<file path="config.mk">
export PLATFORM = sky130hd
export DESIGN_NAME = div_hilo_sequencer
export DESIGN_NICKNAME = d
export VERILOG_FILES = /design/src/rtl/div_hilo_sequencer.sv
export SDC_FILE = /design/constraint.sdc
export NUM_CORES = 1
export LEC_CHECK = 0
export CAP_MARGIN = 0
export CORE_MARGIN = 1
export CORE_UTILIZATION = 49
export CTS_CLUSTER_SIZE = 14
export DETAILED_ROUTE_END_ITERATION = 12
export GPL_TIMING_DRIVEN = 0
export PLACE_DENSITY = 0.95
export SETUP_SLACK_MARGIN = 0.3
export SYNTH_ARGS = -nofsm -noshare
export SYNTH_HDL_FRONTEND = slang
export SYNTH_SLANG_ARGS = --single-unit
</file>
<file path="constraint.sdc">
create_clock -name Clk -period 5.1 [get_ports Clk]
set_input_delay 1.02 -clock Clk [delete_from_list [all_inputs] [get_ports Clk]]
set_output_delay 1.02 -clock Clk [all_outputs]
set_load 0.01 [all_outputs]
</file>
<file path="src/rtl/div_hilo_sequencer.sv">
// div_hilo_sequencer: owns architectural HI/LO for the MIPS core, accepts
// DIV/DIVU/MTHI/MTLO/MFHI/MFLO from EX and sequences the iterative divider.
//
// Handshake: an op transfers on the rising edge where req_valid && req_ready.
// req_ready is combinational: high only in IDLE and only when flush is low.
// The requester must hold req_op/req_a/req_b stable while req_valid is high
// and req_ready is low.
//
// A flush during a divide cannot abort the engine. It only marks the divide
// as killed, so the engine result is dropped when it arrives.
module div_hilo_sequencer #(
  parameter int unsigned RES_LAT     = 1,   // busy-fall to result-valid cycles (>= 1)
  parameter int unsigned TIMEOUT_CYC = 48   // WAIT cycles before timeout_err
) (
  input  logic        Clk,
  input  logic        resetn,
  input  logic        req_valid,
  input  logic [2:0]  req_op,
  input  logic [31:0] req_a,
  input  logic [31:0] req_b,
  output logic        req_ready,
  input  logic        flush,
  output logic        mf_valid,
  output logic [31:0] mf_data,
  output logic        div_start,
  output logic        div_sign,
  output logic [31:0] div_a,
  output logic [31:0] div_b,
  input  logic        div_busy,
  input  logic [63:0] div_result,
  output logic [31:0] hi,
  output logic [31:0] lo,
  output logic        busy,
  output logic        timeout_err
);

  localparam logic [2:0] OP_DIV  = 3'd0;
  localparam logic [2:0] OP_DIVU = 3'd1;
  localparam logic [2:0] OP_MTHI = 3'd2;
  localparam logic [2:0] OP_MTLO = 3'd3;
  localparam logic [2:0] OP_MFHI = 3'd4;
  localparam logic [2:0] OP_MFLO = 3'd5;

  localparam int unsigned WCW = $clog2(TIMEOUT_CYC + 1);
  localparam int unsigned SCW = $clog2(RES_LAT + 2);

  typedef enum logic [2:0] {
    S_IDLE   = 3'd0,
    S_LAUNCH = 3'd1,
    S_WAIT   = 3'd2,
    S_SETTLE = 3'd3,
    S_WRITE  = 3'd4
  } state_e;

  state_e           state_q, state_d;
  logic [31:0]      hi_q, hi_d;
  logic [31:0]      lo_q, lo_d;
  logic             mf_valid_q, mf_valid_d;
  logic [31:0]      mf_data_q, mf_data_d;
  logic             div_sign_q, div_sign_d;
  logic [31:0]      div_a_q, div_a_d;
  logic [31:0]      div_b_q, div_b_d;
  logic             kill_q, kill_d;
  logic             timeout_q, timeout_d;
  logic [WCW-1:0]   wait_cnt_q, wait_cnt_d;
  logic [SCW-1:0]   settle_cnt_q, settle_cnt_d;
  logic             accept;

  assign req_ready   = (state_q == S_IDLE) && !flush;
  assign accept      = req_valid && req_ready;
  assign busy        = (state_q != S_IDLE);
  assign hi          = hi_q;
  assign lo          = lo_q;
  assign mf_valid    = mf_valid_q;
  assign mf_data     = mf_data_q;
  assign div_sign    = div_sign_q;
  assign div_a       = div_a_q;
  assign div_b       = div_b_q;
  assign timeout_err = timeout_q;

  // Next-state, HI/LO updates and the launch pulse for the sequencer FSM.
  always_comb begin
    state_d      = state_q;
    hi_d         = hi_q;
    lo_d         = lo_q;
    mf_valid_d   = 1'b0;
    mf_data_d    = mf_data_q;
    div_sign_d   = div_sign_q;
    div_a_d      = div_a_q;
    div_b_d      = div_b_q;
    kill_d       = kill_q;
    timeout_d    = timeout_q;
    wait_cnt_d   = wait_cnt_q;
    settle_cnt_d = settle_cnt_q;
    div_start    = 1'b0;

    case (state_q)
      S_IDLE: begin
        if (accept) begin
          case (req_op)
            OP_DIV, OP_DIVU: begin
              div_a_d    = req_a;
              div_b_d    = req_b;
              div_sign_d = (req_op == OP_DIV);
              state_d    = S_LAUNCH;
            end
            OP_MTHI: hi_d = req_a;
            OP_MTLO: lo_d = req_a;
            OP_MFHI: begin
              mf_valid_d = 1'b1;
              mf_data_d  = hi_q;
            end
            OP_MFLO: begin
              mf_valid_d = 1'b1;
              mf_data_d  = lo_q;
            end
            default: ; // reserved ops are swallowed with no effect
          endcase
        end
      end

      S_LAUNCH: begin
        div_start  = 1'b1;
        wait_cnt_d = '0;
        kill_d     = kill_q | flush;
        state_d    = S_WAIT;
      end

      S_WAIT: begin
        kill_d = kill_q | flush;
        if (!div_busy) begin
          settle_cnt_d = SCW'(RES_LAT);
          state_d      = S_SETTLE;
        end else if (wait_cnt_q == WCW'(TIMEOUT_CYC - 1)) begin
          // Engine never finished: give up, drop the result.
          timeout_d = 1'b1;
          kill_d    = 1'b0;
          state_d   = S_IDLE;
        end else begin
          wait_cnt_d = wait_cnt_q + WCW'(1);
        end
      end

      S_SETTLE: begin
        kill_d = kill_q | flush;
        if (settle_cnt_q <= SCW'(1)) begin
          state_d = S_WRITE;
        end else begin
          settle_cnt_d = settle_cnt_q - SCW'(1);
        end
      end

      S_WRITE: begin
        // A flush arriving in this very cycle still discards the result.
        if (!(kill_q || flush)) begin
          hi_d = div_result[63:32];
          lo_d = div_result[31:0];
        end
        kill_d  = 1'b0;
        state_d = S_IDLE;
      end

      default: state_d = S_IDLE;
    endcase
  end

  // State and architectural registers; reset abandons any divide in flight.
  always_ff @(posedge Clk or negedge resetn) begin
    if (!resetn) begin
      state_q      <= S_IDLE;
      hi_q         <= '0;
      lo_q         <= '0;
      mf_valid_q   <= 1'b0;
      mf_data_q    <= '0;
      div_sign_q   <= 1'b0;
      div_a_q      <= '0;
      div_b_q      <= '0;
      kill_q       <= 1'b0;
      timeout_q    <= 1'b0;
      wait_cnt_q   <= '0;
      settle_cnt_q <= '0;
    end else begin
      state_q      <= state_d;
      hi_q         <= hi_d;
      lo_q         <= lo_d;
      mf_valid_q   <= mf_valid_d;
      mf_data_q    <= mf_data_d;
      div_sign_q   <= div_sign_d;
      div_a_q      <= div_a_d;
      div_b_q      <= div_b_d;
      kill_q       <= kill_d;
      timeout_q    <= timeout_d;
      wait_cnt_q   <= wait_cnt_d;
      settle_cnt_q <= settle_cnt_d;
    end
  end

endmodule
</file>
==> flow_summary.ini <==
[run_status]
status = finished, final reports clean

[power_and_ir_drop]
ir_drop_mv = 0.3375
combPwrFrac_pct = 46.0
p_seq_share_pct = 36.0
pwr_density_cell_nw_per_um2 = 574.7
power.share.clock_pct = 18.0
p_leak_uw = 0.005160
sw_frac_of_total_pct = 30.92
internal_power_uw = 4803
p_switching_uw = 2150

[drt]
drtAntennaViolNets = 0
drtIter0Drc = 164
vias_per_cell = 5.275
avgRoutedWirePerCell_um = 20.57
first_pass_iters = 4
drc = 0
wirelength_um = 22090
vias = 5665

[clocking]
numCtsBuffers = 17
clk_path_buf_depth = 2
tritoncts = yes
insertion_delay_ns = 0.43
cts.clk_slew.worst_paths_ns = 0.07
post_cts_buffers = 0
cts-root-buf = clkbuf_16
htree_levels = 4
cts_sinks = 175
cts_resized = 0
ctsHoldBuffers = 0

[final_layout]
multi_input_area_um2 = 3556
most-common-layout-cells = 300 x clkdlybuf4s50_1, 185 x mux2_2, 175 x dfrtp_1
nNetsFinal = 983
fillers = 1015
drive_gt1_share_pct = 35.66
antenna_cells = 0
regArea_um2 = 4379
synthToLayoutAreaGrowth_pct = 47.21
finish.utilization_pct = 75.07
layout_commonest_cell = clkdlybuf4s50_1

[logic_synthesis]
synth-async-reset-ratio_pct = 100.0
syn-mean-instance-area_um2 = 15.68
synth_cells = 524
yosys_warnings = 0
yosysTopAreaCell = dfrtp_1
synth.distinct_cells = 40
synth_top_area_share_pct = 53.29
netlist_area_um2 = 8218
synth_edf_count = 0
ys_top_cells_by_area = dfrtp_1 53%, mux2_2 25%, mux2_4 9.7%, mux2_1 2.6%, buf_6 2.5%
syn-num-nets = 662
ys_seq_area_share_pct = 53.29
ys_seq_elements = 175
synth_ff_type = dfrtp_1

[floorplanning]
die_area_um2 = 17290
ios = 302
dieWidth_um = 131.5
start_util_pct = 50.99
dieHeight_um = 131.5
rows = 46
core_area_um2 = 16120

[sta]
drv_slew = 0
finalSetupViolCount = 0
worst_pin_slew_ns = 0.7474
finClkSkew_ns = 0.007881
period_share_pct = 66.50
fin_setup_tns_ns = 0
fmax_ghz = 0.2948
finalWorstPathRequiredPeriod_ns = 3.392
max_slew_margin_pct = 50.17
rsz0062_at_grt = no
final-hold-violation-count = 0
timing.final.ws_setup_ns = 1.708

[worst_hold_path]
min_path_type = flip-flop to flip-flop
hold_depth = 1

[setup_path]
path_max_fanout = 3
cp.required_ns = 4.08
r2r_cells = 5
path_class = input pin to primary output
start_kind = input pin
cp.arrival_ns = 2.37
endpoint_kind = primary output

[global_routing]
grt_pass1_wl_um = 34980
antenna_found_initial = 0
grt_pass1_vias = 6140
grt_use_total_pct = 26.58
grt_start_max_net_pins = 92
grt_overflow_total = 0

[placed_design]
hpwl_um = 16180
io_buffers = 301
pre_cts_ws_ns = 1.714
place.gp.congestion = 0.8064

[flow_run]
max_cap_viol_count = 0
==> power groups by stage <==
stage / combinational (uW) / sequential [uW] / clock, uW
4_1_cts: 3230 / 2500 / 1270
3_3_place_gp: 3130 / 2480 / 0
2_1_floorplan: 1170 / 2740 / 0
5_1_grt: 3370 / 2590 / 1320
3_5_place_dp: 3200 / 2520 / 0
6_report: 3200 / 2500 / 1250
==> metrics by stage <==
| step | total power, uW | hold slack [ns] | instance area [um2] | std cells |
|---|---|---|---|---|
| after floorplan | 3916 | 0.4945 | 8218 | 524 |
| after CTS | 6999 | 0.4917 | 12100 | 1074 |
| after detailed placement | 5721 | 0.4762 | 11530 | 1042 |
| final | 6952 | 0.4861 | 12100 | 1074 |
| after global placement | 5611 | 0.4654 | 11500 | 1041 |
| after global routing | 7282 | 0.5052 | 12100 | 1074 |
==> worst max-delay path: stages <==
cell	delay, ns
clkdlybuf4s50_1	0.49
nor4_4	0.25
clkdlybuf4s50_1	0.61
==> state kept, by name (all words and copies together), names as in the netlist <==
signal        flops
hi               32
state_q           3
timeout_err       1
wait_cnt_q        6
div_sign          1
settle_cnt_q      2
kill_q            1
lo               32
mf_valid          1
mf_data          32
div_a            32
div_b            32
==> routing by layer <==
| metal | GRT usage, % | share of wire (%) | vias to the layer above |
|---|---|---|---|
| li1 | - | - | 2549 |
| met1 | 32.33 | 40 | 2838 |
| met2 | 45.62 | 51 | 246 |
| met3 | 7.022 | 6.9 | 32 |
| met4 | 8.850 | 2.1 | 0 |
| met5 | 0 | 0 | - |
==> cell families (layout without fill, tap and decap cells) <==
group	Yosys count	count (layout)	share of synthesized area, %
adder cells (fa/ha/maj)	2	2	0.3045
AO/OA/AOI/OAI	18	18	1.964
buffers and inverters	34	368	3.441
AND/OR/NAND/NOR	34	34	2.878
flip-flops	175	175	53.29
multiplexers	261	261	38.12
==> final timing paths <==
check,from,end,slack [ns]
setup / recovery,flush,req_ready,1.71
hold / removal,timeout_err,timeout_err,0.49
setup reg to reg,state_q[1],lo[21],3.03
hold reg to reg,timeout_err,timeout_err,0.49
max in group asynchronous,resetn,div_b[15],3.64
min in group asynchronous,resetn,div_a[23],0.60
==> Yosys cell counts (2+ instances only) <==
| master | n |
|---|---|
| nand2_1 | 5 |
| buf_2 | 4 |
| a21oi_1 | 3 |
| mux2_2 | 185 |
| inv_1 | 5 |
| o211a_1 | 2 |
| nor2_1 | 3 |
| or4_1 | 2 |
| buf_6 | 18 |
| nand3_1 | 6 |
| nand3b_1 | 2 |
| dfrtp_1 | 175 |
| mux2i_1 | 4 |
| mux2_1 | 19 |
| mux2_4 | 53 |
| clkbuf_1 | 3 |
| buf_4 | 4 |
| nand2b_1 | 3 |
| o21a_1 | 2 |
| o21ai_0 | 4 |
| ha_1 | 2 |
| a221oi_4 | 2 |
==> final cells by class <==
cell class              count  area share [%]
plain buffers              29           2.182
repair buffers            302           25.17
clock inverters            13          0.9205
flip-flops and latches    175           36.20
well taps                 216           2.234
multi-input cells         315           29.39
clock buffers              19           3.744
inverters                   5          0.1551
Power figures use the tool's default switching activity.
